### config.mk
export PLATFORM = sky130hd
export DESIGN_NAME = mem_wb_pipe
export DESIGN_NICKNAME = d
export VERILOG_FILES = /design/src/rtl/mem_wb_pipe.sv
export SDC_FILE = /design/constraint.sdc
export NUM_CORES = 1
export LEC_CHECK = 0
export ABC_AREA = 1
export BUFFER_PORTS_ARGS = -buffer_cell sky130_fd_sc_hd__buf_4
export CORE_MARGIN = 2
export CORE_UTILIZATION = 47
export DETAILED_ROUTE_END_ITERATION = 12
export PLACE_DENSITY_LB_ADDON = 0.1
export SYNTH_ARGS = -nofsm -noshare
export SYNTH_HDL_FRONTEND = slang
export SYNTH_SLANG_ARGS = --single-unit
### constraint.sdc
create_clock -name clk -period 2.2 [get_ports clk]
set_input_delay 0.11 -clock clk [delete_from_list [all_inputs] [get_ports clk]]
set_output_delay 0.11 -clock clk [all_outputs]
set_load 0.01 [all_outputs]
### src/rtl/mem_wb_pipe.sv
// MEM/WB pipeline register for a multi-issue core: per-lane valid, flush,
// zero-register suppression, youngest-writer-wins conflict resolution and retire counting.
module mem_wb_pipe #(
  parameter int unsigned LANES  = 2,
  parameter int unsigned DATA_W = 32,
  parameter int unsigned ADDR_W = 5,
  parameter int unsigned STAGE  = 4,
  parameter int unsigned CNT_W  = 32
) (
  input  logic                      clk,
  input  logic                      rst,
  input  logic [5:0]                stall,
  input  logic                      flush,
  input  logic [LANES-1:0]          mem_valid,
  input  logic [LANES*ADDR_W-1:0]   mem_wd,
  input  logic [LANES*DATA_W-1:0]   mem_wdata,
  input  logic [LANES-1:0]          mem_wreg,
  input  logic                      mem_whilo,
  input  logic [DATA_W-1:0]         mem_hi,
  input  logic [DATA_W-1:0]         mem_lo,
  output logic [LANES-1:0]          wb_valid,
  output logic [LANES*ADDR_W-1:0]   wb_wd,
  output logic [LANES*DATA_W-1:0]   wb_wdata,
  output logic [LANES-1:0]          wb_wreg,
  output logic                      wb_whilo,
  output logic [DATA_W-1:0]         wb_hi,
  output logic [DATA_W-1:0]         wb_lo,
  output logic [CNT_W-1:0]          retire_cnt
);

  logic             stall_here;
  logic             stall_next;
  logic             bubble;
  logic [LANES-1:0] wreg_next;
  logic [CNT_W-1:0] valid_cnt;

  assign stall_here = stall[STAGE];
  assign stall_next = stall[STAGE+1];
  assign bubble     = stall_here & ~stall_next;

  // A lane writes only if valid, enabled, non-zero dest, and no younger valid writer hits the same dest.
  always_comb begin
    wreg_next = '0;
    for (int unsigned i = 0; i < LANES; i++) begin
      wreg_next[i] = mem_valid[i] & mem_wreg[i] & (mem_wd[i*ADDR_W +: ADDR_W] != '0);
      for (int unsigned j = i + 1; j < LANES; j++) begin
        if (mem_valid[j] && mem_wreg[j] &&
            (mem_wd[j*ADDR_W +: ADDR_W] == mem_wd[i*ADDR_W +: ADDR_W])) begin
          wreg_next[i] = 1'b0;
        end
      end
    end
  end

  // Number of valid lanes in the incoming bundle.
  always_comb begin
    valid_cnt = '0;
    for (int unsigned i = 0; i < LANES; i++) begin
      valid_cnt = valid_cnt + CNT_W'(mem_valid[i]);
    end
  end

  // Flush beats every stall pattern; hold leaves all state untouched.
  always_ff @(posedge clk) begin
    if (rst) begin
      wb_valid   <= '0;
      wb_wd      <= '0;
      wb_wdata   <= '0;
      wb_wreg    <= '0;
      wb_whilo   <= 1'b0;
      wb_hi      <= '0;
      wb_lo      <= '0;
      retire_cnt <= '0;
    end else if (flush || bubble) begin
      wb_valid   <= '0;
      wb_wd      <= '0;
      wb_wdata   <= '0;
      wb_wreg    <= '0;
      wb_whilo   <= 1'b0;
      wb_hi      <= '0;
      wb_lo      <= '0;
    end else if (!stall_here) begin
      wb_valid   <= mem_valid;
      wb_wd      <= mem_wd;
      wb_wdata   <= mem_wdata;
      wb_wreg    <= wreg_next;
      wb_whilo   <= mem_whilo & (|mem_valid);
      wb_hi      <= mem_hi;
      wb_lo      <= mem_lo;
      retire_cnt <= retire_cnt + valid_cnt;
    end
  end

endmodule
==> flow_summary.yaml, run 1 <==
layout:
  finish.utilization: 0.782
  area.growth.synth_to_final_pct: 62.1
  nFillCells: 990
  finalInstanceArea_um2: 11400
  multiInputGateArea_um2: 3060
  drive_gt1_frac: 0.290
  nNetsFinal: 1533
  diodes: 0
  ff_latch_area_um2: 3500
  fin_cells: 1576
setup_path:
  crit_fanout: 5
  critPathLaunchType: "flip-flop"
  r2r-start: "retire_cnt[0]$_SDFFE_PP0P_"
  critPathCaptureType: "flip-flop"
  worst-path-buf-inv: 3
  crit_chain: "inv_1 > fa_1 > inv_1 > ha_1 > nand3_1 > inv_2 > nand3_2 > nor2_2 > nand3_1 > nand2_1 > nor2_1"
  crit_family: "simple AND/OR/NAND/NOR gates"
  cp-startpoint: "retire_cnt[0]$_SDFFE_PP0P_"
  crit_type: "reg2reg"
  cp.arrival_ns: 2.34
  slowest_delay_ns: 0.42
  required_ns: 2.52
  crit_slowest_cell: "fa_1"
drt:
  highest_layer: "met4"
  avgViaCountPerCell: 5.06
  totalWireLength_um: 25300
  wl_met3_um: 1760
  first_iter_violations: 622
  remaining_drc_errors: 0
  wl_met1_um: 9770
  wl_per_cell_um: 16.0
  first_pass_iters: 5
  final_antenna_net_count: 0
  dr_wl_met2_um: 12400
  vias: 7980
pwr:
  leakagePower_nw: 5.00
  vdd_ir_drop_max_v: 0.000507
  power.density_nw_per_um2: 642
  p_total_mw: 7.32
sta:
  fin_skew_ns: 0.00850
  timing.fmax_ghz: 0.494
  slew_viol_final: 0
  fin_tns_setup_ns: 0
  slew_headroom: 0.530
  fin_hold_ws_ns: 0.0400
  fin_crit_ns: 2.02
  hold_violations: 0
  tightest_slew_ns: 0.704
  rsz0062_at_grt: "false"
  fin_ws_ns: 0.176
  post-route-period-util: 0.920
  finalSetupViolCount: 0
synthesis:
  ys.flop_type: "dfxtp_1"
  synth_area_per_cell_um2: 7.41
  syn_nets: 1103
  syn_inst: 949
  yosys_warnings: 0
  synth-seq-area-share: 0.498
  synth_cell_types: 28
  async_flop_share: 0
  synth-edff-count: 0
  synthesis.area_um2: 7040
  synth-seq-cells: 175
die:
  die_area_um2: 16000
  ioPinCount: 327
  start_util: 0.482
  row_count: 44
  fp.dieW_um: 126
  core_um2: 14600
  fp.dieH_um: 126
clock_tree:
  clockBufferDepth: 2
  cts_max_level: 4
  cts.sinks: 175
  clk_latency_ns: 0.42
  path_clk_slew_ns: 0.06
  cts_root_buf: "clkbuf_16"
  cts_tree: "yes"
  numCtsBuffers: 17
  cts_setup_buffers: 0
  cts_resized: 0
place:
  dp_hpwl_um: 15200
  place_area_um2: 9440
  gp_congestion: 0.873
  io_buffers: 322
  placed_cells_incl_taps: 1409
  pre_cts_ws_ns: 0.199
run:
  maxCapViolCount: 0
grt:
  grt_pass1_wl_um: 39400
  grt.overflow.total: 0
  grt_max_degree: 137
  grt_usage: 0.308
  grt_pass1_vias: 7731
  antenna_found_initial: 0
worst_hold_path:
  min_from: "mem_wreg[0]"
  holdCritPathClass: "in2reg"
outcome:
  status: "finished clean"
## worst reg2reg max path, cell delays in order, from the launching register on
cell	delay [ns]
dfxtp_1	0.36
inv_1	0.06
fa_1	0.42
inv_1	0.10
ha_1	0.18
nand3_1	0.13
inv_2	0.13
nand3_2	0.15
nor2_2	0.18
nand3_1	0.09
nand2_1	0.07
nor2_1	0.05
## cells in the mapped netlist (4+ instances only)
library cell / instances / area [um2]
a21oi_1: 141 / 706
a21oi_2: 20 / 175
buf_2: 23 / 115
buf_6: 11 / 124
clkbuf_1: 15 / 56.3
dfxtp_1: 175 / 3500
inv_1: 36 / 135
inv_2: 5 / 18.8
nand2_1: 357 / 1340
nand2_2: 4 / 25.0
nand3_1: 23 / 115
nand4_1: 5 / 31.3
nor2_1: 85 / 319
nor2_2: 6 / 37.5
nor2_4: 7 / 78.8
nor3_1: 5 / 25.0
o21ai_0: 9 / 45.0
xor2_1: 4 / 35.0
## path summary, 6_finish.rpt
| check | endpoint | slack, ns | depth (start not counted) |
|---|---|---|---|
| worst min-delay path | wb_wreg[0]$_SDFFE_PP0N_ | 0.04 | 5 |
| worst min register to register | wb_wdata[22]$_SDFFE_PP0N_ | 0.46 | 2 |
| worst max-delay path | retire_cnt[28]$_SDFFE_PP0P_ | 0.18 | 11 |
| worst max register to register | retire_cnt[28]$_SDFFE_PP0P_ | 0.18 | 11 |
## cell type report
cell class | count | area share
timing repair buffer | 464 | 0.337
sequential | 175 | 0.307
multi-input combinational | 680 | 0.268
clock buffer | 23 | 0.0419
tap | 184 | 0.0202
inverter | 41 | 0.0139
clock inverter | 9 | 0.0116
## state kept, by name (all words and copies together), names as in the netlist
signal / count
wb_whilo: 1
retire_cnt: 32
wb_wd: 10
wb_hi: 32
wb_wdata: 64
wb_lo: 32
wb_wreg: 2
wb_valid: 2
## timing repair
item	CTS	global route
endpoints found under the setup margin	0	0
endpoints found under the hold margin	144	0
hold buffers	135	0
## layer usage
| metal | vias up | GRT usage |
|---|---|---|
| met5 | - | 0 |
| met1 | 3690 | 0.349 |
| met2 | 334 | 0.525 |
| met4 | 0 | 0.171 |
| met3 | 85 | 0.0822 |
| li1 | 3871 | - |
## where the power goes
part           internal, mW  switching, mW  total, mW
clock network          1.88           1.24       3.12
registers              3.24         0.0424       3.28
logic                 0.497          0.424      0.921
total                  5.62           1.71       7.32
## logic make-up (layout without fill, tap and decap cells)
logic type                 Yosys count  in the layout  synth area share
AOI/OAI and AO/OA                  175            175             0.137
buffers and inverters               94            537            0.0676
xor gates and xnor gates             4              4           0.00498
DFF                                175            175             0.498
and+or+nand+nor                    499            499             0.288
adders and majority gates            2              2           0.00462
## cell usage in the layout, fill, tap and decap left out, types with 4 or more instances in the layout
| cell | instances |
|---|---|
| nor2_4 | 7 |
| nand3_1 | 23 |
| clkbuf_16 | 17 |
| dlygate4sd3_1 | 135 |
| buf_4 | 327 |
| dfxtp_1 | 175 |
| nor2_1 | 85 |
| nand4_1 | 5 |
| xor2_1 | 4 |
| nor2_2 | 6 |
| a21oi_1 | 141 |
| nor3_1 | 5 |
| a21oi_2 | 20 |
| inv_1 | 36 |
| nand2_1 | 357 |
| nand2_2 | 4 |
| o21ai_0 | 9 |
Power figures use the tool's default switching activity.
==> run 2: changes to the inputs <==
ABC_AREA = unset   (was 1)
CORE_AREA = 2 2 127 129   (was unset)
CORE_MARGIN = unset   (was 2)
CORE_UTILIZATION = unset   (was 47)
DIE_AREA = 0 0 129 131   (was unset)
==> flow_summary.yaml, run 2 <==
outcome:
  status: "finished with violations"
  violations: "setup timing"
clock_tree:
  numCtsBuffers: 17
  cts_max_level: 4
  cts_root_buf: "clkbuf_16"
  cts.sinks: 175
  path_clk_slew_ns: 0.07
  cts_tree: "yes"
  clk_latency_ns: 0.42
  clockBufferDepth: 2
layout:
  finish.utilization: 0.724
  regMostFlops: "wb_wdata"
  area.growth.synth_to_final_pct: 71.6
  mostFrequentLayoutCells: "buf_4 (339), dfxtp_1 (174), nor2_1 (156)"
  nFillCells: 1130
  nNetsFinal: 1270
  drive_gt1_frac: 0.341
  final_common_cell: "buf_4"
  finalInstanceArea_um2: 11300
  multiInputGateArea_um2: 2920
  ff_latch_area_um2: 3500
  largest_reg_flops: 64
  fin_cells: 1344
drt:
  avgViaCountPerCell: 4.77
  dr_wl_met2_um: 10200
  highest_layer: "met4"
  first_pass_iters: 4
  wl_met3_um: 1400
  wl_met1_um: 8360
  first_iter_violations: 283
  wl_per_cell_um: 15.3
  vias: 6414
  final_antenna_net_count: 0
  totalWireLength_um: 20600
  remaining_drc_errors: 0
setup_path:
  critPathCaptureType: "flip-flop"
  cp.arrival_ns: 2.62
  required_ns: 2.56
  crit_chain: "inv_2 > fa_2 > inv_2 > ha_4 > nand4bb_4 > or4_4 > buf_6 > buf_12 > or3_1 > a21oi_1"
  crit_slowest_cell: "or4_4"
  crit_fanout: 7
  crit_family: "simple AND/OR/NAND/NOR gates"
  critPathLaunchType: "flip-flop"
  worst-path-buf-inv: 4
  crit_type: "reg2reg"
  slowest_delay_ns: 0.44
  critPathMostFrequentCell: "inv_2"
pwr:
  power.density_nw_per_um2: 635
  leakagePower_nw: 5.25
  vdd_ir_drop_max_v: 0.000486
  p_total_mw: 7.18
synthesis:
  yosys_warnings: 0
  synth_top_cell_area_share: 0.532
  synthesis.area_um2: 6580
  syn_nets: 811
  synth-seq-area-share: 0.532
  async_flop_share: 0
  ys.flop_type: "dfxtp_1"
  synth-edff-count: 0
  syn_inst: 657
  synth_area_per_cell_um2: 10.0
  synth-seq-cells: 175
  ys_top_cells_by_area: "dfxtp_1 (53%), mux2i_1 (21%), nor2_1 (8.9%)"
  synth_cell_types: 30
  synth_common_cells: "dfxtp_1 (175), nor2_1 (156), mux2i_1 (140), clkbuf_1 (30), a21oi_1 (24)"
  yosysMostFrequentCell: "dfxtp_1"
  yosys.area.top_type: "dfxtp_1"
sta:
  timing.fmax_ghz: 0.443
  tightest_slew_ns: 1.03
  slew_viol_final: 0
  finalSetupViolCount: 6
  fin_skew_ns: 0.00967
  fin_ws_ns: -0.0586
  rsz0062_at_grt: "true"
  hold_violations: 0
  slew_headroom: 0.314
  post-route-period-util: 1.03
  fin_crit_ns: 2.26
die:
  core_um2: 15600
  start_util: 0.422
  fp.dieW_um: 129
  fp.dieH_um: 131
  ioPinCount: 327
  die_area_um2: 16900
  row_count: 46
grt:
  grt_max_degree: 105
  grt_usage: 0.236
  grt_pass1_vias: 6364
  grt_pass1_wl_um: 31400
  grt.overflow.total: 0
  antenna_found_initial: 1
worst_hold_path:
  holdCritPathClass: "in2reg"
place:
  placed_cells_incl_taps: 1171
  io_buffers: 322
  place_area_um2: 9300
  gp_congestion: 0.803
  pre_cts_ws_ns: -0.0982
  dp_hpwl_um: 13000
run:
  maxCapViolCount: 0
## run 2: logic make-up after synthesis
group | after synthesis | share of synthesized area
and+or+nand+nor | 223 | 0.155
DFF | 175 | 0.532
muxes | 140 | 0.213
AOI/OAI and AO/OA | 51 | 0.0443
buffers and inverters | 51 | 0.0304
xor gates and xnor gates | 15 | 0.0200
adders and majority gates | 2 | 0.00494
## run 2: per-stage QoR
| stage | hold WS [ns] | setup TNS, ns |
|---|---|---|
| finish | 0.0493 | -0.207 |
| global route | 0.0713 | -0.985 |
| CTS | 0.0407 | -0.182 |
| detailed placement | 0.346 | -0.491 |
| global placement | 0.338 | -0.156 |
| floorplan | 0.254 | -0.252 |
## run 2: area by class of cell
type,instances,share of cell area
Sequential cell,175,0.310
Tap cell,216,0.0239
Antenna cell,1,0.000222
Clock inverter,10,0.00997
Timing Repair Buffer,482,0.354
Multi-Input combinational cell,431,0.258
Inverter,9,0.00299
Clock buffer,20,0.0404
## run 2: metal layers
metal,up-vias,track usage
met4,0,0.114
li1,3168,-
met5,-,0
met3,51,0.0745
met2,217,0.406
met1,2978,0.268
## run 2: repair_timing
| item | 4_1_cts | 5_1_grt |
|---|---|---|
| endpoints found under the hold margin | 138 | 0 |
| pin swaps | 7 | 0 |
| hold buffers | 138 | 0 |
| buffers inserted | 3 | 0 |
| gates resized for setup | 2 | 2 |
| gates cloned | 1 | 0 |
| endpoints found under the setup margin | 8 | 10 |
## run 2: worst paths after layout
kind / from / to / slack, ns / cells after the start
worst min register to register: retire_cnt[31]$_SDFFE_PP0P_ / retire_cnt[31]$_SDFFE_PP0P_ / 0.48 / 2
worst max register to register: retire_cnt[0]$_SDFFE_PP0P_ / retire_cnt[18]$_SDFFE_PP0P_ / -0.06 / 10
worst max-delay path: retire_cnt[0]$_SDFFE_PP0P_ / retire_cnt[18]$_SDFFE_PP0P_ / -0.06 / 10
worst min-delay path: flush / retire_cnt[1]$_SDFFE_PP0P_ / 0.05 / 3
## run 2: worst min-delay path, cell delays in order
cell and delay [ns]:
buf_4 0.11, o21ai_0 0.07, a21oi_1 0.13
## run 2: power by group
| group | total (mW) | leakage [nW] | internal (mW) | switching [mW] |
|---|---|---|---|---|
| Sequential | 3.28 | 1.42 | 3.24 | 0.0404 |
| Combinational | 0.939 | 3.56 | 0.568 | 0.371 |
| Clock | 2.96 | 0.278 | 1.72 | 1.24 |
| Total | 7.18 | 5.25 | 5.53 | 1.65 |
==> run 3: changes to the inputs <==
CELL_PAD_IN_SITES_DETAIL_PLACEMENT = 1   (was unset)
CELL_PAD_IN_SITES_GLOBAL_PLACEMENT = 1   (was unset)
CORE_AREA = unset   (was 2 2 127 129)
CORE_MARGIN = 2   (was unset)
CORE_UTILIZATION = 33   (was unset)
DIE_AREA = unset   (was 0 0 129 131)
==> flow_summary.yaml, run 3 (same netlist as run 2, synthesis figures left out) <==
drt:
  avgViaCountPerCell: 4.68
  first_pass_iters: 4
  totalWireLength_um: 24500
  vias: 6556
  final_antenna_net_count: 0
  dr_wl_met2_um: 12200
  remaining_drc_errors: 0
  wl_met1_um: 9660
  first_iter_violations: 175
  wl_met3_um: 1770
  wl_per_cell_um: 17.5
  highest_layer: "met4"
clock_tree:
  cts_max_level: 4
  clk_latency_ns: 0.41
  cts_root_buf: "clkbuf_16"
  path_clk_slew_ns: 0.07
  clockBufferDepth: 2
  cts_tree: "yes"
  cts.sinks: 175
  numCtsBuffers: 17
place:
  pre_cts_ws_ns: -0.149
  gp_congestion: 0.735
  io_buffers: 322
  dp_hpwl_um: 15500
grt:
  grt_pass1_wl_um: 38400
  grt.overflow.total: 0
  grt_max_degree: 83
  grt_usage: 0.225
  grt_pass1_vias: 7165
  antenna_found_initial: 1
setup_path:
  crit_fanout: 5
  critPathCaptureType: "flip-flop"
  reg2reg_to: "retire_cnt[22]$_SDFFE_PP0P_"
  critPathLaunchType: "flip-flop"
  cp.arrival_ns: 2.60
  crit_type: "reg2reg"
  rrSetupSlack_ns: -0.05
  r2r-start: "retire_cnt[0]$_SDFFE_PP0P_"
  r2r_cells: 8
  required_ns: 2.55
sta:
  post-route-period-util: 1.02
  fin_ws_ns: -0.0511
  fin_skew_ns: 0.00625
  tightest_slew_ns: 1.09
  finalSetupViolCount: 6
  timing.fmax_ghz: 0.444
  slew_headroom: 0.275
  rsz0062_at_grt: "true"
  fin_crit_ns: 2.25
  hold_violations: 0
  slew_viol_final: 0
pwr:
  switching_share: 0.247
  pwr-share-comb: 0.136
  power.internal_mw: 5.41
  seqPwrFrac: 0.458
  leakagePower_nw: 5.31
  p_clk_frac: 0.407
  vdd_ir_drop_max_v: 0.000565
  net-switching-power_mw: 1.77
  power.density_nw_per_um2: 624
worst_hold_path:
  min_from: "mem_valid[1]"
  whs_path_depth: 4
  hold_end: "wb_valid[1]$_SDFFE_PP0N_"
  holdCritPathClass: "in2reg"
outcome:
  violations: "setup timing"
  status: "finished with violations"
layout:
  largest_reg_flops: 64
  area.growth.synth_to_final_pct: 74.7
  mostFrequentLayoutCells: "buf_4 (339), dfxtp_1 (174), nor2_1 (156)"
  nFillCells: 2169
  nNetsFinal: 1276
  drive_gt1_frac: 0.353
  finish.utilization: 0.589
  multiInputGateArea_um2: 2980
  regMostFlops: "wb_wdata"
  ff_latch_area_um2: 3500
  final_common_cell: "buf_4"
die:
  row_count: 51
  fp.dieH_um: 145
  core_um2: 19500
  fp.dieW_um: 145
  ioPinCount: 327
  die_area_um2: 21100
  start_util: 0.337
run:
  maxCapViolCount: 0
[run 3: area by class of cell]
type / instances / area share
Multi-Input combinational cell: 432 / 0.259
Timing Repair Buffer: 487 / 0.355
Inverter: 9 / 0.00294
Clock buffer: 19 / 0.0376
Sequential cell: 175 / 0.305
Tap cell: 265 / 0.0288
Antenna cell: 1 / 0.000218
Clock inverter: 13 / 0.0111
[run 3: repair_timing]
| action | 4_1_cts | 5_1_grt |
|---|---|---|
| buffers inserted | 1 | 3 |
| cloned | 0 | 2 |
| pin swaps | 2 | 12 |
| setup endpoints to repair | 11 | 17 |
| hold buffers | 138 | 0 |
| gates resized for setup | 5 | 18 |
| hold endpoints to repair | 138 | 0 |
[run 3: how the worst max path moves through the flow]
| stage | startpoint | endpoint | slack (ns) |
|---|---|---|---|
| global route | retire_cnt[0]$_SDFFE_PP0P_ | retire_cnt[31]$_SDFFE_PP0P_ | -0.14 |
| floorplan | retire_cnt[0]$_SDFFE_PP0P_ | retire_cnt[22]$_SDFFE_PP0P_ | -0.07 |
| finish | retire_cnt[0]$_SDFFE_PP0P_ | retire_cnt[22]$_SDFFE_PP0P_ | -0.05 |
| CTS | retire_cnt[0]$_SDFFE_PP0P_ | retire_cnt[22]$_SDFFE_PP0P_ | -0.09 |
| global placement | retire_cnt[0]$_SDFFE_PP0P_ | retire_cnt[22]$_SDFFE_PP0P_ | -0.05 |
| detailed placement | retire_cnt[0]$_SDFFE_PP0P_ | retire_cnt[22]$_SDFFE_PP0P_ | -0.15 |
[run 3: power groups by stage]
stage          Combinational (mW)  Sequential, mW  Clock [mW]
2_1_floorplan               0.300            3.38           0
3_3_place_gp                0.744            3.35           0
3_5_place_dp                0.755            3.35           0
4_1_cts                     0.962            3.28        3.01
5_1_grt                      1.05            3.29        3.15
6_report                    0.973            3.28        2.92
[run 3: layer usage]
metal / GRT usage / vias to the layer above
met5: 0 / -
met4: 0.0951 / 0
met3: 0.0733 / 41
met2: 0.395 / 231
met1: 0.251 / 3105
li1: - / 3179
[run 3: worst max-delay path, cell delays in order, from the launching register on]
cell	delay [ns]
dfxtp_2	0.33
inv_2	0.04
fa_2	0.36
inv_2	0.07
ha_4	0.14
nand4bb_4	0.13
or4_4	0.49
or4_4	0.50
a21oi_2	0.12
[run 3: metrics by stage]
stage	cells	instance area, um2	power, mW	setup TNS (ns)	hold slack (ns)
after floorplan	657	6610	3.68	-0.252	0.254
after global placement	1225	9420	4.09	-0.191	0.338
final	1401	11500	7.18	-0.120	0.0618
after detailed placement	1225	9420	4.11	-0.883	0.349
after CTS	1396	11400	7.25	-0.512	0.0342
after global routing	1401	11500	7.49	-1.32	0.0650
